### config.mk
export PLATFORM = sky130hd
export DESIGN_NAME = pc_controller
export DESIGN_NICKNAME = d
export VERILOG_FILES = /design/src/rtl/nrisc_pkg.sv /design/src/rtl/pc_target_calc.sv /design/src/rtl/pc_controller.sv
export SDC_FILE = /design/constraint.sdc
export NUM_CORES = 1
export LEC_CHECK = 0
export ABC_AREA = 1
export CORE_ASPECT_RATIO = 1.1
export CORE_UTILIZATION = 49
export DETAILED_ROUTE_END_ITERATION = 6
export HOLD_SLACK_MARGIN = 0.08
export PLACE_DENSITY = 0.95
export SKIP_CTS_REPAIR_TIMING = 1
export SLEW_MARGIN = 20
export SYNTH_ARGS = -nofsm -noshare
export SYNTH_HDL_FRONTEND = slang
export SYNTH_SLANG_ARGS = --single-unit
### constraint.sdc
create_clock -name CLOCK -period 5.8 [get_ports CLOCK]
set_clock_uncertainty 0.2 [all_clocks]
set_input_delay 1.16 -clock CLOCK [delete_from_list [all_inputs] [get_ports CLOCK]]
set_output_delay 1.16 -clock CLOCK [all_outputs]
set_load 0.005 [all_outputs]
### src/rtl/nrisc_pkg.sv
// Shared definitions for the nRISC fetch front end: PC width, FSM encodings,
// next-PC source selects and the redirect penalty limit.
package nrisc_pkg;

    localparam int PC_WIDTH           = 8;
    localparam int MAX_BRANCH_PENALTY = 3;
    localparam int PEN_CNT_W          = 2;

    typedef enum logic [1:0] {
        ST_HALT    = 2'b00,
        ST_RUN     = 2'b01,
        ST_FLUSH   = 2'b10,
        ST_ILLEGAL = 2'b11
    } pc_state_e;

    typedef enum logic [2:0] {
        SEL_HOLD   = 3'd0,
        SEL_INC    = 3'd1,
        SEL_JUMP   = 3'd2,
        SEL_BRANCH = 3'd3,
        SEL_USER   = 3'd4
    } pc_sel_e;

endpackage

### src/rtl/pc_target_calc.sv
// Combinational next-PC datapath: hold, increment, absolute jump,
// PC-relative branch and user load, selected by the controller FSM.
module pc_target_calc
    import nrisc_pkg::*;
(
    input  logic [PC_WIDTH-1:0] pc_i,
    input  pc_sel_e             sel_i,
    input  logic [PC_WIDTH-1:0] user_pc_i,
    input  logic [PC_WIDTH-1:0] jump_addr_i,
    input  logic [PC_WIDTH-1:0] br_offset_i,
    output logic [PC_WIDTH-1:0] next_pc_o
);

    always_comb begin
        next_pc_o = pc_i;
        case (sel_i)
            SEL_INC:    next_pc_o = pc_i + PC_WIDTH'(1);
            SEL_JUMP:   next_pc_o = jump_addr_i;
            // Offset and PC share a width, so the wrapping add is exactly the
            // sign-extended add truncated back to PC_WIDTH.
            SEL_BRANCH: next_pc_o = pc_i + br_offset_i;
            SEL_USER:   next_pc_o = user_pc_i;
            default:    next_pc_o = pc_i;
        endcase
    end

endmodule

### src/rtl/pc_controller.sv
// Program counter controller: HALT/RUN/FLUSH FSM, redirect penalty counter
// and PC register, all updated on the falling clock edge.
module pc_controller
    import nrisc_pkg::*;
#(
    parameter logic [PC_WIDTH-1:0] RESET_PC       = 8'h00,
    parameter int                  BRANCH_PENALTY = 1
) (
    input  logic                CLOCK,
    input  logic                RESET,
    input  logic                START,
    input  logic                USER,
    input  logic [PC_WIDTH-1:0] USER_PC,
    input  logic                STALL,
    input  logic                JUMP,
    input  logic [PC_WIDTH-1:0] JUMP_ADDR,
    input  logic                BRANCH,
    input  logic [PC_WIDTH-1:0] BR_OFFSET,
    input  logic                HALT_INSTR,
    output logic [PC_WIDTH-1:0] PC,
    output logic                FETCH_EN,
    output logic                FLUSH,
    output logic [1:0]          STATE
);

    localparam logic [PEN_CNT_W-1:0] PEN_LAST = PEN_CNT_W'(BRANCH_PENALTY);
    localparam logic [PEN_CNT_W-1:0] PEN_ONE  = PEN_CNT_W'(1);

    // Declaration initialisers give power-up values equal to reset values.
    pc_state_e             state_q = ST_HALT;
    pc_state_e             state_d;
    logic [PC_WIDTH-1:0]   pc_q    = RESET_PC;
    logic [PC_WIDTH-1:0]   pc_d;
    logic [PEN_CNT_W-1:0]  cnt_q   = '0;
    logic [PEN_CNT_W-1:0]  cnt_d;
    pc_sel_e               sel;

    pc_target_calc u_calc (
        .pc_i        (pc_q),
        .sel_i       (sel),
        .user_pc_i   (USER_PC),
        .jump_addr_i (JUMP_ADDR),
        .br_offset_i (BR_OFFSET),
        .next_pc_o   (pc_d)
    );

    always_comb begin
        state_d = state_q;
        cnt_d   = cnt_q;
        sel     = SEL_HOLD;
        case (state_q)
            ST_HALT: begin
                if (USER)       sel     = SEL_USER;
                else if (START) state_d = ST_RUN;
            end
            ST_RUN: begin
                if (USER) begin
                    sel     = SEL_USER;
                    state_d = ST_FLUSH;
                    cnt_d   = PEN_ONE;
                end else if (HALT_INSTR) begin
                    state_d = ST_HALT;
                end else if (JUMP) begin
                    sel     = SEL_JUMP;
                    state_d = ST_FLUSH;
                    cnt_d   = PEN_ONE;
                end else if (BRANCH) begin
                    sel     = SEL_BRANCH;
                    state_d = ST_FLUSH;
                    cnt_d   = PEN_ONE;
                end else if (!STALL) begin
                    sel     = SEL_INC;
                end
            end
            ST_FLUSH: begin
                // cnt_q counts FLUSH cycles already spent, starting at one.
                if (USER) begin
                    sel   = SEL_USER;
                    cnt_d = PEN_ONE;
                end else if (cnt_q == PEN_LAST) begin
                    state_d = ST_RUN;
                    cnt_d   = '0;
                end else begin
                    cnt_d = cnt_q + PEN_ONE;
                end
            end
            default: begin
                state_d = ST_HALT;
                cnt_d   = '0;
            end
        endcase
    end

    always_ff @(negedge CLOCK) begin
        if (RESET) begin
            state_q <= ST_HALT;
            pc_q    <= RESET_PC;
            cnt_q   <= '0;
        end else begin
            state_q <= state_d;
            pc_q    <= pc_d;
            cnt_q   <= cnt_d;
        end
    end

    assign PC       = pc_q;
    assign FETCH_EN = (state_q == ST_RUN) || (state_q == ST_FLUSH);
    assign FLUSH    = (state_q == ST_FLUSH);
    assign STATE    = state_q;

endmodule

==> results of run 1 <==
-- final timing paths --
kind,endpoint,cells past startpoint
min reg2reg,cnt_q[1]$_SDFFE_NP0P_,2
max reg2reg,PC[6]$_SDFFE_NP0P_,17
max,PC[6]$_SDFFE_NP0P_,15
min,cnt_q[1]$_SDFFE_NP0P_,2
-- metal layers --
layer	wire (um)	GRT usage (%)
met1	1720	33.6
met4	226	17.1
met5	0	0
met3	517	7.65
met2	2280	53.6
-- placed cells by master, fill, tap and decap left out, drive strengths merged, types with 2 or more instances in the layout --
| master | netlist | final |
|---|---|---|
| a41oi | 3 | 3 |
| clkinv | 2 | 2 |
| dfxtp | 12 | 12 |
| dlymetal6s2s | 0 | 2 |
| clkdlybuf4s50 | 0 | 37 |
| ha | 11 | 11 |
| nand3 | 17 | 17 |
| nand2 | 43 | 43 |
| or2 | 2 | 2 |
| xor2 | 3 | 3 |
| clkbuf | 0 | 5 |
| nor2 | 16 | 16 |
| buf | 2 | 18 |
| a21oi | 21 | 21 |
| inv | 29 | 40 |
| o21ai | 16 | 16 |
-- power by group --
group          internal (W)  total [W]  switching, W
Combinational      0.000209   0.000447      0.000238
Sequential         0.000117   0.000154     0.0000371
Clock             0.0000350   0.000103     0.0000678
Total              0.000361   0.000704      0.000343
-- stage by stage --
step	hold slack, ps	setup WS (ps)	setup TNS (ps)	cells	power, W
after CTS	258	-474	-2960	281	0.000644
after floorplan	229	-99.5	-285	184	0.000392
after global placement	243	-709	-4790	267	0.000543
after detailed placement	250	-772	-5300	267	0.000557
after global routing	293	-153	-528	285	0.000743
final	290	-95.5	-171	285	0.000704
-- area by class of cell --
type | instances | area [sq um] | area share (%)
sequential | 12 | 245 | 12.4
clock inverter | 12 | 45.0 | 2.28
clock buffer | 3 | 22.5 | 1.14
timing repair buffer | 59 | 548 | 27.7
inverter | 30 | 114 | 5.76
multi-input combinational | 139 | 965 | 48.8
tap | 30 | 37.5 | 1.90
-- state kept, by name (all words and copies together) (netlist names) --
signal  cells
PC          8
STATE       2
cnt_q       2
-- worst reg2reg max path, stage by stage, from the launching register on --
cell                      delay [ps]
sky130_fd_sc_hd__dfxtp_2         350
sky130_fd_sc_hd__inv_2            90
sky130_fd_sc_hd__ha_1            230
sky130_fd_sc_hd__inv_2            90
sky130_fd_sc_hd__nor2_4          130
sky130_fd_sc_hd__nand3_4         110
sky130_fd_sc_hd__nor2_4          130
sky130_fd_sc_hd__inv_2            70
sky130_fd_sc_hd__buf_4           140
sky130_fd_sc_hd__nor2_2           70
sky130_fd_sc_hd__ha_1            280
sky130_fd_sc_hd__nand2_1         110
sky130_fd_sc_hd__inv_1            80
sky130_fd_sc_hd__nand2_1         120
sky130_fd_sc_hd__nand3_1         140
sky130_fd_sc_hd__xor2_1          190
sky130_fd_sc_hd__nand2_1          70
sky130_fd_sc_hd__a21oi_1         150
-- logic make-up after synthesis --
| logic type | Yosys count | share of synthesized area, % |
|---|---|---|
| flops | 12 | 19.1 |
| buf+inv | 33 | 10.6 |
| xor+xnor | 3 | 2.09 |
| simple gates | 81 | 33.2 |
| compound gates | 43 | 22.5 |
| fa+ha+maj | 12 | 12.5 |
==> results.md, run 1 <==
- The flow ran to the end, but the final reports show violations.
- The final reports fail on negative setup slack.
- The netlist area before placement is 1260 sq um.
- For this design the static power due to leakage is 0.954 nW.
- The global-route total usage across every layer is 30.2%.
- In this run, the number of DRC markers left after iteration 0 of detailed routing was 70.
- The max-slew violation total from the final report is 0.
- Across all register-to-register paths, the minimum setup slack is 2950 ps.
- In this run, synthesis inferred 0 flip-flops with an integrated enable.
- Of all flip-flops after synthesis, the portion carrying an async set or reset was 0%.
- The areal power density over the cells is 356 nW/um^2.
- The commonest cells after synthesis are sky130_fd_sc_hd__nand2_1, sky130_fd_sc_hd__inv_1, sky130_fd_sc_hd__a21oi_1.
- The total of warnings raised by yosys is 0.
- The prevailing post-synth register cell is sky130_fd_sc_hd__dfxtp_1.
- Data arrives at the worst endpoint at 3080 ps.
- In this run the mean area of a mapped cell was 6.84 sq um.
- Entering global routing, the biggest net connects 17 pins.
- The data required time of the critical path is 2980 ps.
- The number of max-capacitance violations reported is 0.
- The width of the die is 50.3 um.
- The slowest stage of the critical path belongs to the cell sky130_fd_sc_hd__ha_1.
- The worst setup path is launched from an input port.
- The source of the worst hold timing path is cnt_q[1]$_SDFFE_NP0P_.
- The first TritonRoute pass finished after 5 iterations.
- The share of the Yosys chip area taken by registers is 19.1%.
- The most critical setup path has its startpoint at USER.
- The maximum single-stage delay on the critical path is 280 ps.
- No sink is reached through more buffers than the 2 on the longest clock path.
- At the later pin of the worst-skew pair, clock insertion delay measures 390 ps.
- The highest net fanout along the worst path is 5.
- In the final layout, the share of cells above drive strength 1 is 27.8%.
- The number of nets in the layout is 301.
- CTS built an H-tree with a depth of 1.
- The initial standard-cell utilization of the core is 53.7%.
- The total die area is 2780 sq um.
- The startpoint identified for the worst register-to-register timing path is STATE[1]$_SDFFE_NP0P_.
- Clock tree synthesis found a total of 12 sinks.
- With fillers left out, the area of the finished cells amounts to 1980 sq um.
- The area growth from synthesis to layout is 57.1%.
- The number of setup violations in the final report is 3.
- After clock tree synthesis, the clock-pin slew on the worst setup and hold paths is 50 ps.
- After filler insertion, the fill cell instance count of the layout stands at 130.
- The count of endpoints failing hold in the final timing report was 0.
- Buffers placed on the I/O ports in this run total 43.
- Once detailed placement completed, the half-perimeter wirelength came to 2800 um.
- The count of boundary I/O pins is 44.
- Wires add up to 4740 um.
- The number of synthesized register bits is 12.
- The utilization after layout is 84.4%.
- In the synthesized netlist, the number of instances is 184.
- 0 antenna diodes ended up in the layout.
- By startpoint and endpoint, the worst setup path is classified as in -> reg.
- The peak supply drop is 269 uV.
- The number of buffers inserted during clock tree synthesis is 3.
- Once detail routing completed, the nets flagged for antenna violations numbered 0.
- The share of synthesized area in the top cell type comes to 19.1%.
- After detailed placement, the total cell area comes to 1830 sq um.
- Walking the worst path, the cells encountered are buf_4 > nor2_4 > nand3_4 > nor2_4 > inv_2 > buf_4 > nor2_2 > ha_1 > nand2_1 > inv_1 > nand2_1 > nand3_1 > xor2_1 > nand2_1 > a21oi_1.
- After global routing the overflow that remains totals 0.
- The number of placement rows is 18.
- The number of nets handed over by synthesis was 228.
- The number of vias per cell is 5.73.
- The total number of vias is 1634.
- The number of unique standard cell types used by synthesis is 31.
- The die boundary height is 55.2 um.
- Setup repair after global routing could not meet its margin everywhere.
- Clock tree synthesis selected as its root buffer the cell sky130_fd_sc_hd__clkbuf_4.
- The total area inside the core boundary comes to 2340 sq um.
- The path class of the lowest-slack min-delay path is reg -> reg.
- The weighted congestion reported at the end of routability-driven placement is 0.887.
- Sorting the synthesized cells by area gives the leading types as sky130_fd_sc_hd__dfxtp_1, sky130_fd_sc_hd__nand2_1, sky130_fd_sc_hd__ha_1, sky130_fd_sc_hd__a21oi_1, sky130_fd_sc_hd__inv_1.
- The critical path contains buffers and inverters numbering 4 combined.
- The kind of cell with the highest combined delay on the critical path is simple AND/OR/NAND/NOR gates.
- Counting stages on the worst path, the most repeated cell is sky130_fd_sc_hd__nand2_1.
- Among all cell types in the netlist, the one instantiated most often is sky130_fd_sc_hd__nand2_1.
- Dividing the detail-routed wire length by the instance count gives 16.6 um.
- The worst setup path is captured at a flop.
- For the pin with the worst max-slew slack, the measured transition is 439 ps.
- The number of global-route vias before repair was 1479.
- The initial antenna violation count was 0.
- The first global-routing pass estimated 6250 um of wire.
- TritonCTS built the clock tree.
- The worst-case setup margin in the final layout is -95.5 ps.
- The number of DRC violations after detailed routing is 0.
- The relative max-transition margin is 70.7%.
- The synthesized design spends more area on one cell type than any other, namely sky130_fd_sc_hd__dfxtp_1.
No activity file was read; power rests on OpenSTA's default activity.
==> run 2, diff against run 1 <==
--- a/config.mk
+++ b/config.mk
@@ -10,7 +10,7 @@
 export CORE_UTILIZATION = 49
 export DETAILED_ROUTE_END_ITERATION = 6
 export HOLD_SLACK_MARGIN = 0.08
-export PLACE_DENSITY = 0.95
+export PLACE_DENSITY = 0.87
 export SKIP_CTS_REPAIR_TIMING = 1
 export SLEW_MARGIN = 20
 export SYNTH_ARGS = -nofsm -noshare
==> results.md, run 2 (synthesis results as in run 1) <==
- The transition time at the pin with the least slew margin is 399 ps (-39.6 ps).
- The worst reg-to-reg path cell count is 15 (-2).
- The total power consumption of the routed design is 0.000682 W (-3.1%).
- The pin count of the biggest net entering global routing is 17 (unchanged).
- The count of endpoints failing hold in the final timing report is 0 (unchanged).
- On the critical path, the stage with the largest delay is an instance of sky130_fd_sc_hd__ha_1.
- The critical path goes through buf_8 > nor2_4 > nand3_4 > nor2_4 > inv_4 > buf_4 > nor2_1 > ha_1 > a21o_1 > o21bai_1 > xor2_1 > a21oi_1 > nor2_1.
- The number of clock sinks seen by CTS was 12 (unchanged).
- The worst-case clock buffer depth was 2 (unchanged).
- The count of boundary I/O pins came to 44 (unchanged).
- The wire length after detailed routing is 4230 um (-11%).
- The number of DRC violations after detailed routing came to 0 (unchanged).
- The number of optimization iterations in the first detailed-route pass came to 7 (+2).
- In this run the critical register-to-register path is captured at PC[4]$_SDFFE_NP0P_.
- The flow ran to the end, and the final reports show no timing, DRC or antenna violations.
- The remaining antenna violation count was 0 (unchanged).
- The number of buffers inserted during clock tree synthesis is 3 (unchanged).
- The critical path buffer and inverter count is 3 (-1).
- The capture point of the worst path is PC[4]$_SDFFE_NP0P_.
- The number of inserted diodes is 0 (unchanged).
- The total of fill cells in the finished design is 143 (+10%).
- TritonCTS built the clock tree.
- In this run the most critical hold path is launched from cnt_q[1]$_SDFFE_NP0P_.
- In this run the worst hold path is classified as reg -> reg.
- The number of cells on the critical path is 13 (-2).
- The global-route total usage across every layer is 30.3% (+0.059 points).
- The number of global-route vias before repair is 1503 (+1.6%).
- The number of max-capacitance violations reported is 0 (unchanged).
- The number of vias per cell is 5.47 (-4.6%).
- The weighted congestion reported at the end of routability-driven placement is 0.905 (+2.0%).
- Tracing the worst setup path back leads to its startpoint at HALT_INSTR.
- STA classifies the critical path startpoint as an input port.
- Setup repair after global routing could not meet its margin everywhere.
- The number of setup violations in the final report is 0 (-3).
- STA classifies the critical path endpoint as a flop.
- The placed wire-length estimate is 2980 um (+6.4%).
- The setup slack on the worst flop-to-flop path is 3020 ps (+70 ps).
- The total instance count after detailed placement came to 266 (-0.37%).
- The category of the critical setup timing path is in -> reg.
- The final-layout worst hold slack came to 267 ps (-23.2 ps).
- The area of all sequential standard cells is 245 sq um (unchanged).
- The first-pass GRT wire length is 6270 um (+0.34%).
- From synthesis to final layout, the design area changed by 60.1%.
- The flip-flop count of the largest register, all copies and words added is 8 (unchanged).
- In the layout the commonest cells are sky130_fd_sc_hd__nand2_1, sky130_fd_sc_hd__clkdlybuf4s50_1, sky130_fd_sc_hd__inv_1.
- The clock transition at the registers of the reported paths is 40 ps (about the same).
- The count of placed standard cells in the final layout, fillers left out is 289 (+1.4%).
- The relative max-transition margin is 73.4% (+2.6 points).
- The mean routed wirelength per cell is 14.6 um (-12%).
- The areal power density over the cells is 338 nW/um^2 (-4.9%).
- The proportion of layout cells with a drive suffix above 1 came to 29.0% (+1.1 points).
- The number of violations reported at the end of detailed-routing iteration 0 is 66 (-5.7%).
- The data required time of the critical path was 2950 ps (-30 ps).
- The clock insertion delay at the later pin of the skew report is 370 ps (-20 ps).
- The area of combinational cells with multiple inputs is 963 sq um (-0.13%).
- Broken down by cell family, the worst path's largest delay share belongs to simple AND/OR/NAND/NOR gates.
- The utilization after layout came to 86.1% (+1.7 points).
- The final global-route overflow total is 0 (unchanged).
- The area of the core is 2340 sq um (unchanged).
- The total number of vias is 1581 (-3.2%).
- The leakage dissipation is 0.985 nW (+3.3%).
- The width of the die is 50.3 um (unchanged).
- The die boundary height is 55.2 um (unchanged).
- The total die area is 2780 sq um (unchanged).
- The initial standard-cell utilization of the core came to 53.7% (unchanged).
- The initial antenna violation count is 0 (unchanged).
- The peak supply drop is 272 uV (+0.85%).
- The number of buffers inserted by port buffering came to 43 (unchanged).
- The critical path data arrival time is 2950 ps (-130 ps).
- The number of placement rows is 18 (unchanged).
- The maximum single-stage delay on the critical path is 270 ps (about the same).
- The CTS H-tree depth is 1 (unchanged).
- The highest net fanout along the worst path is 6 (+1).
- Leaving out fill and tap cells, the most frequent cell in the layout is sky130_fd_sc_hd__nand2_1.
- The clock root buffer is sky130_fd_sc_hd__clkbuf_4.
- The number of nets in the layout is 304 (+1.0%).
- The max-slew violation total from the final report is 0 (unchanged).
- In this run the critical register-to-register path is launched from STATE[0]$_SDFFE_NP0P_.
## run 2: cell types whose count changed in the layout (fill, tap and decap cells not counted), sizes merged
cell      change
clkinvlp      +1
clkbuf        -1
buf           +4
## run 2: stage by stage
stage | setup WS [ps] | setup TNS, ps | instance area (sq um)
final | 3.06 | 0 | 2020
after global routing | -132 | -369 | 2020
after CTS | -501 | -3090 | 1890
after detailed placement | -848 | -5740 | 1820
after global placement | -707 | -4740 | 1820
after floorplan | -99.5 | -285 | 1280
## run 2: report_power, final
| part | internal (W) | total (W) | switching [W] |
|---|---|---|---|
| logic | 0.000209 | 0.000436 | 0.000227 |
| registers | 0.000117 | 0.000149 | 0.0000327 |
| clock network | 0.0000361 | 0.0000967 | 0.0000606 |
| total | 0.000362 | 0.000682 | 0.000320 |
## run 2: layer usage
metal	part of all wire, %	track usage [%]	up-vias
met5	0	0	-
met4	3.3	18.1	0
met3	6.7	8.74	22
met2	52	54.4	84
met1	38	32.1	721
li1	-	-	754
## run 2: layout make-up
cell class                 instances  area share (%)
inverter                          30            5.77
multi-input combinational        139            47.8
sequential                        12            12.2
tap                               30            1.86
clock buffer                       3            1.12
clock inverter                    13            2.48
timing repair buffer              62            28.8
## run 2: worst min path at each step
stage | end | depth (start not counted)
after floorplan | cnt_q[1]$_SDFFE_NP0P_ | 2
after global placement | cnt_q[1]$_SDFFE_NP0P_ | 2
after detailed placement | cnt_q[1]$_SDFFE_NP0P_ | 2
after CTS | cnt_q[1]$_SDFFE_NP0P_ | 2
after global routing | cnt_q[1]$_SDFFE_NP0P_ | 2
final | cnt_q[1]$_SDFFE_NP0P_ | 2
## run 2: tightest hold or removal path, delay by kind of cell, from the launching register on
| family | cells | cell delay (ps) |
|---|---|---|
| buf+inv | 1 | 40 |
| flops | 1 | 300 |
| simple gates | 1 | 80 |
==> run 3, diff against run 2 <==
--- a/config.mk
+++ b/config.mk
@@ -9,7 +9,8 @@
 export CORE_ASPECT_RATIO = 1.1
 export CORE_UTILIZATION = 49
 export DETAILED_ROUTE_END_ITERATION = 6
-export HOLD_SLACK_MARGIN = 0.08
+export GPL_ROUTABILITY_DRIVEN = 0
+export GPL_TIMING_DRIVEN = 0
 export PLACE_DENSITY = 0.87
 export SKIP_CTS_REPAIR_TIMING = 1
 export SLEW_MARGIN = 20
==> results.md, run 3 (synthesis results as in run 1) <==
- The number of optimization iterations in the first detailed-route pass came to 7 (unchanged).
- The count of placed standard cells in the final layout, fillers left out is 279 (-3.5%).
- The number of placement rows is 18 (unchanged).
- The number of nets in the layout was 295 (-3.0%).
- The flip-flop count of the largest register, all copies and words added is 8 (unchanged).
- The relative max-transition margin is 81.5% (+8.1 points).
- The number of setup violations in the final report is 4 (+4).
- The library cell used most frequently in the layout, excluding fill and tap cells, is sky130_fd_sc_hd__nand2_1.
- The category of the critical setup timing path is in -> reg.
- The pin count of the biggest net entering global routing is 11 (-6).
- The number of max-capacitance violations reported came to 0 (unchanged).
- The top cell types in the final layout, fill and taps aside, are sky130_fd_sc_hd__nand2_1, sky130_fd_sc_hd__clkdlybuf4s50_1, sky130_fd_sc_hd__inv_1.
- The tightest min-delay check is of the reg -> reg type.
- The data required time of the critical path is 2980 ps (+30 ps).
- The flow ran to the end, but the final reports show violations.
- STA classifies the critical path startpoint as an input port.
- The highest net fanout along the worst path came to 5 (-1).
- TritonCTS built the clock tree.
- The setup slack on the worst flop-to-flop path came to 2990 ps (-30 ps).
- The max-slew violation total from the final report came to 0 (unchanged).
- The worst reg2reg path startpoint is STATE[1]$_SDFFE_NP0P_.
- The first-pass GRT wire length is 5690 um (-9.2%).
- Among all stages on the critical path, the largest delay is contributed by sky130_fd_sc_hd__ha_1.
- STA classifies the critical path endpoint as a flop.
- The number of DRC violations after detailed routing was 0 (unchanged).
- The proportion of layout cells with a drive suffix above 1 is 29.7% (+0.76 points).
- The CTS H-tree depth is 1 (unchanged).
- The number of vias per cell is 5.60 (+2.4%).
- The area of the core is 2340 sq um (unchanged).
- The launch point of the critical path is USER.
- The checks that failed: negative setup slack.
- The total number of vias is 1563 (-1.1%).
- The count of boundary I/O pins is 44 (unchanged).
- The number of violations reported at the end of detailed-routing iteration 0 was 61 (-7.6%).
- The setup TNS is -151 ps (-151 ps).
- The total die area is 2780 sq um (unchanged).
- The maximum single-stage delay on the critical path is 300 ps (+30 ps).
- The worst reg-to-reg path cell count was 16 (+1).
- The number of global-route vias before repair is 1348 (-10%).
- The clock insertion delay at the later pin of the skew report is 360 ps (about the same).
- The count of endpoints failing hold in the final timing report is 0 (unchanged).
- The worst-case setup margin in the final layout is -68.3 ps (-71.4 ps).
- The number of buffers inserted during clock tree synthesis is 3 (unchanged).
- The global-route total usage across every layer was 27.9% (-2.4 points).
- The die boundary height is 55.2 um (unchanged).
- The wire length after detailed routing is 4290 um (+1.5%).
- The transition time at the pin with the least slew margin is 277 ps (-122 ps).
- The worst-case clock buffer depth came to 2 (unchanged).
- The clock root buffer is sky130_fd_sc_hd__clkbuf_4.
- The most critical setup path has its endpoint at PC[6]$_SDFFE_NP0P_.
- The area growth from synthesis to layout is 58.0%.
- The number of inserted diodes is 0 (unchanged).
- The number of cells on the critical path is 14 (+1).
- The total placed instance area is 1750 sq um (-3.6%).
- The mean routed wirelength per cell is 15.4 um (+5.1%).
- Setup repair after global routing could not meet its margin everywhere.
- The areal power density over the cells is 341 nW/um^2 (+0.72%).
- The width of the die is 50.3 um (unchanged).
- The final design area excluding fillers is 1990 sq um (-1.4%).
- The peak supply drop was 284 uV (+4.6%).
- The signal on the critical path passes through buf_12 > nor2_4 > nand3_4 > nor2_4 > inv_4 > buf_4 > nor2_1 > ha_1 > a21o_1 > nand2_1 > nand3_1 > xor2_1 > nand2_1 > a21oi_2.
- The worst setup slack before clock tree synthesis is -895 ps (-47.5 ps).
- Among cell families on the critical path, the largest total delay comes from simple AND/OR/NAND/NOR gates.
- The remaining antenna violation count came to 0 (unchanged).
- The critical path data arrival time is 3050 ps (+100 ps).
- The initial antenna violation count was 0 (unchanged).
- The placed wire-length estimate came to 2840 um (-4.9%).
- The startpoint identified for the worst hold timing path is cnt_q[1]$_SDFFE_NP0P_.
- The clock transition at the registers of the reported paths came to 40 ps (about the same).
- The initial standard-cell utilization of the core was 53.7% (unchanged).
- The leakage dissipation is 0.929 nW (-5.7%).
- The final global-route overflow total was 0 (unchanged).
- The critical path buffer and inverter count is 3 (unchanged).
- The number of buffers inserted by port buffering was 43 (unchanged).
- The total instance count after detailed placement is 257 (-3.4%).
- The number of clock sinks seen by CTS is 12 (unchanged).
- The reg-to-reg critical path endpoint is PC[6]$_SDFFE_NP0P_.
## run 3: worst min path at each step
stage / slack (ps) / cells after the start / to
after global routing: 300 / 2 / cnt_q[1]$_SDFFE_NP0P_
after detailed placement: 260 / 2 / cnt_q[1]$_SDFFE_NP0P_
final: 270 / 2 / cnt_q[1]$_SDFFE_NP0P_
after floorplan: 230 / 2 / cnt_q[1]$_SDFFE_NP0P_
after global placement: 240 / 2 / cnt_q[1]$_SDFFE_NP0P_
after CTS: 260 / 2 / cnt_q[1]$_SDFFE_NP0P_
## run 3: cell type report
class | instances | area, sq um
multi-input cells | 139 | 1000
repair buffers | 51 | 500
fillers | 138 | 354
flip-flops and latches | 12 | 245
inverters | 30 | 116
clock inverters | 12 | 45.0
well taps | 30 | 37.5
clock buffers | 3 | 22.5
plain buffers | 2 | 16.3
## run 3: per-stage QoR
stage / power (W) / util, % / hold WS, ps
floorplan: 0.000392 / - / 229
global placement: 0.000527 / 74.8 / 244
detailed placement: 0.000547 / 74.8 / 255
CTS: 0.000623 / 77.6 / 264
global route: 0.000725 / 84.9 / 295
finish: 0.000677 / 84.9 / 267
## run 3: power breakdown
group / total (W) / leakage, nW / switching [W] / internal [W]
Sequential: 0.000155 / 0.100 / 0.0000386 / 0.000117
Combinational: 0.000431 / 0.751 / 0.000229 / 0.000202
Clock: 0.0000906 / 0.0777 / 0.0000556 / 0.0000350
Total: 0.000677 / 0.929 / 0.000323 / 0.000354
## run 3: per-layer routing
metal,track usage (%),share of wire [%],vias up
met5,0,0,-
met4,14.8,1.7,0
met3,6.01,7.6,13
met2,48.7,53,81
met1,32.5,38,731
li1,-,-,738
## run 3: tightest hold or removal path: stages, from the launching register on
cell                      delay [ps]
sky130_fd_sc_hd__dfxtp_1         310
sky130_fd_sc_hd__nand3_1          70
sky130_fd_sc_hd__inv_1            40
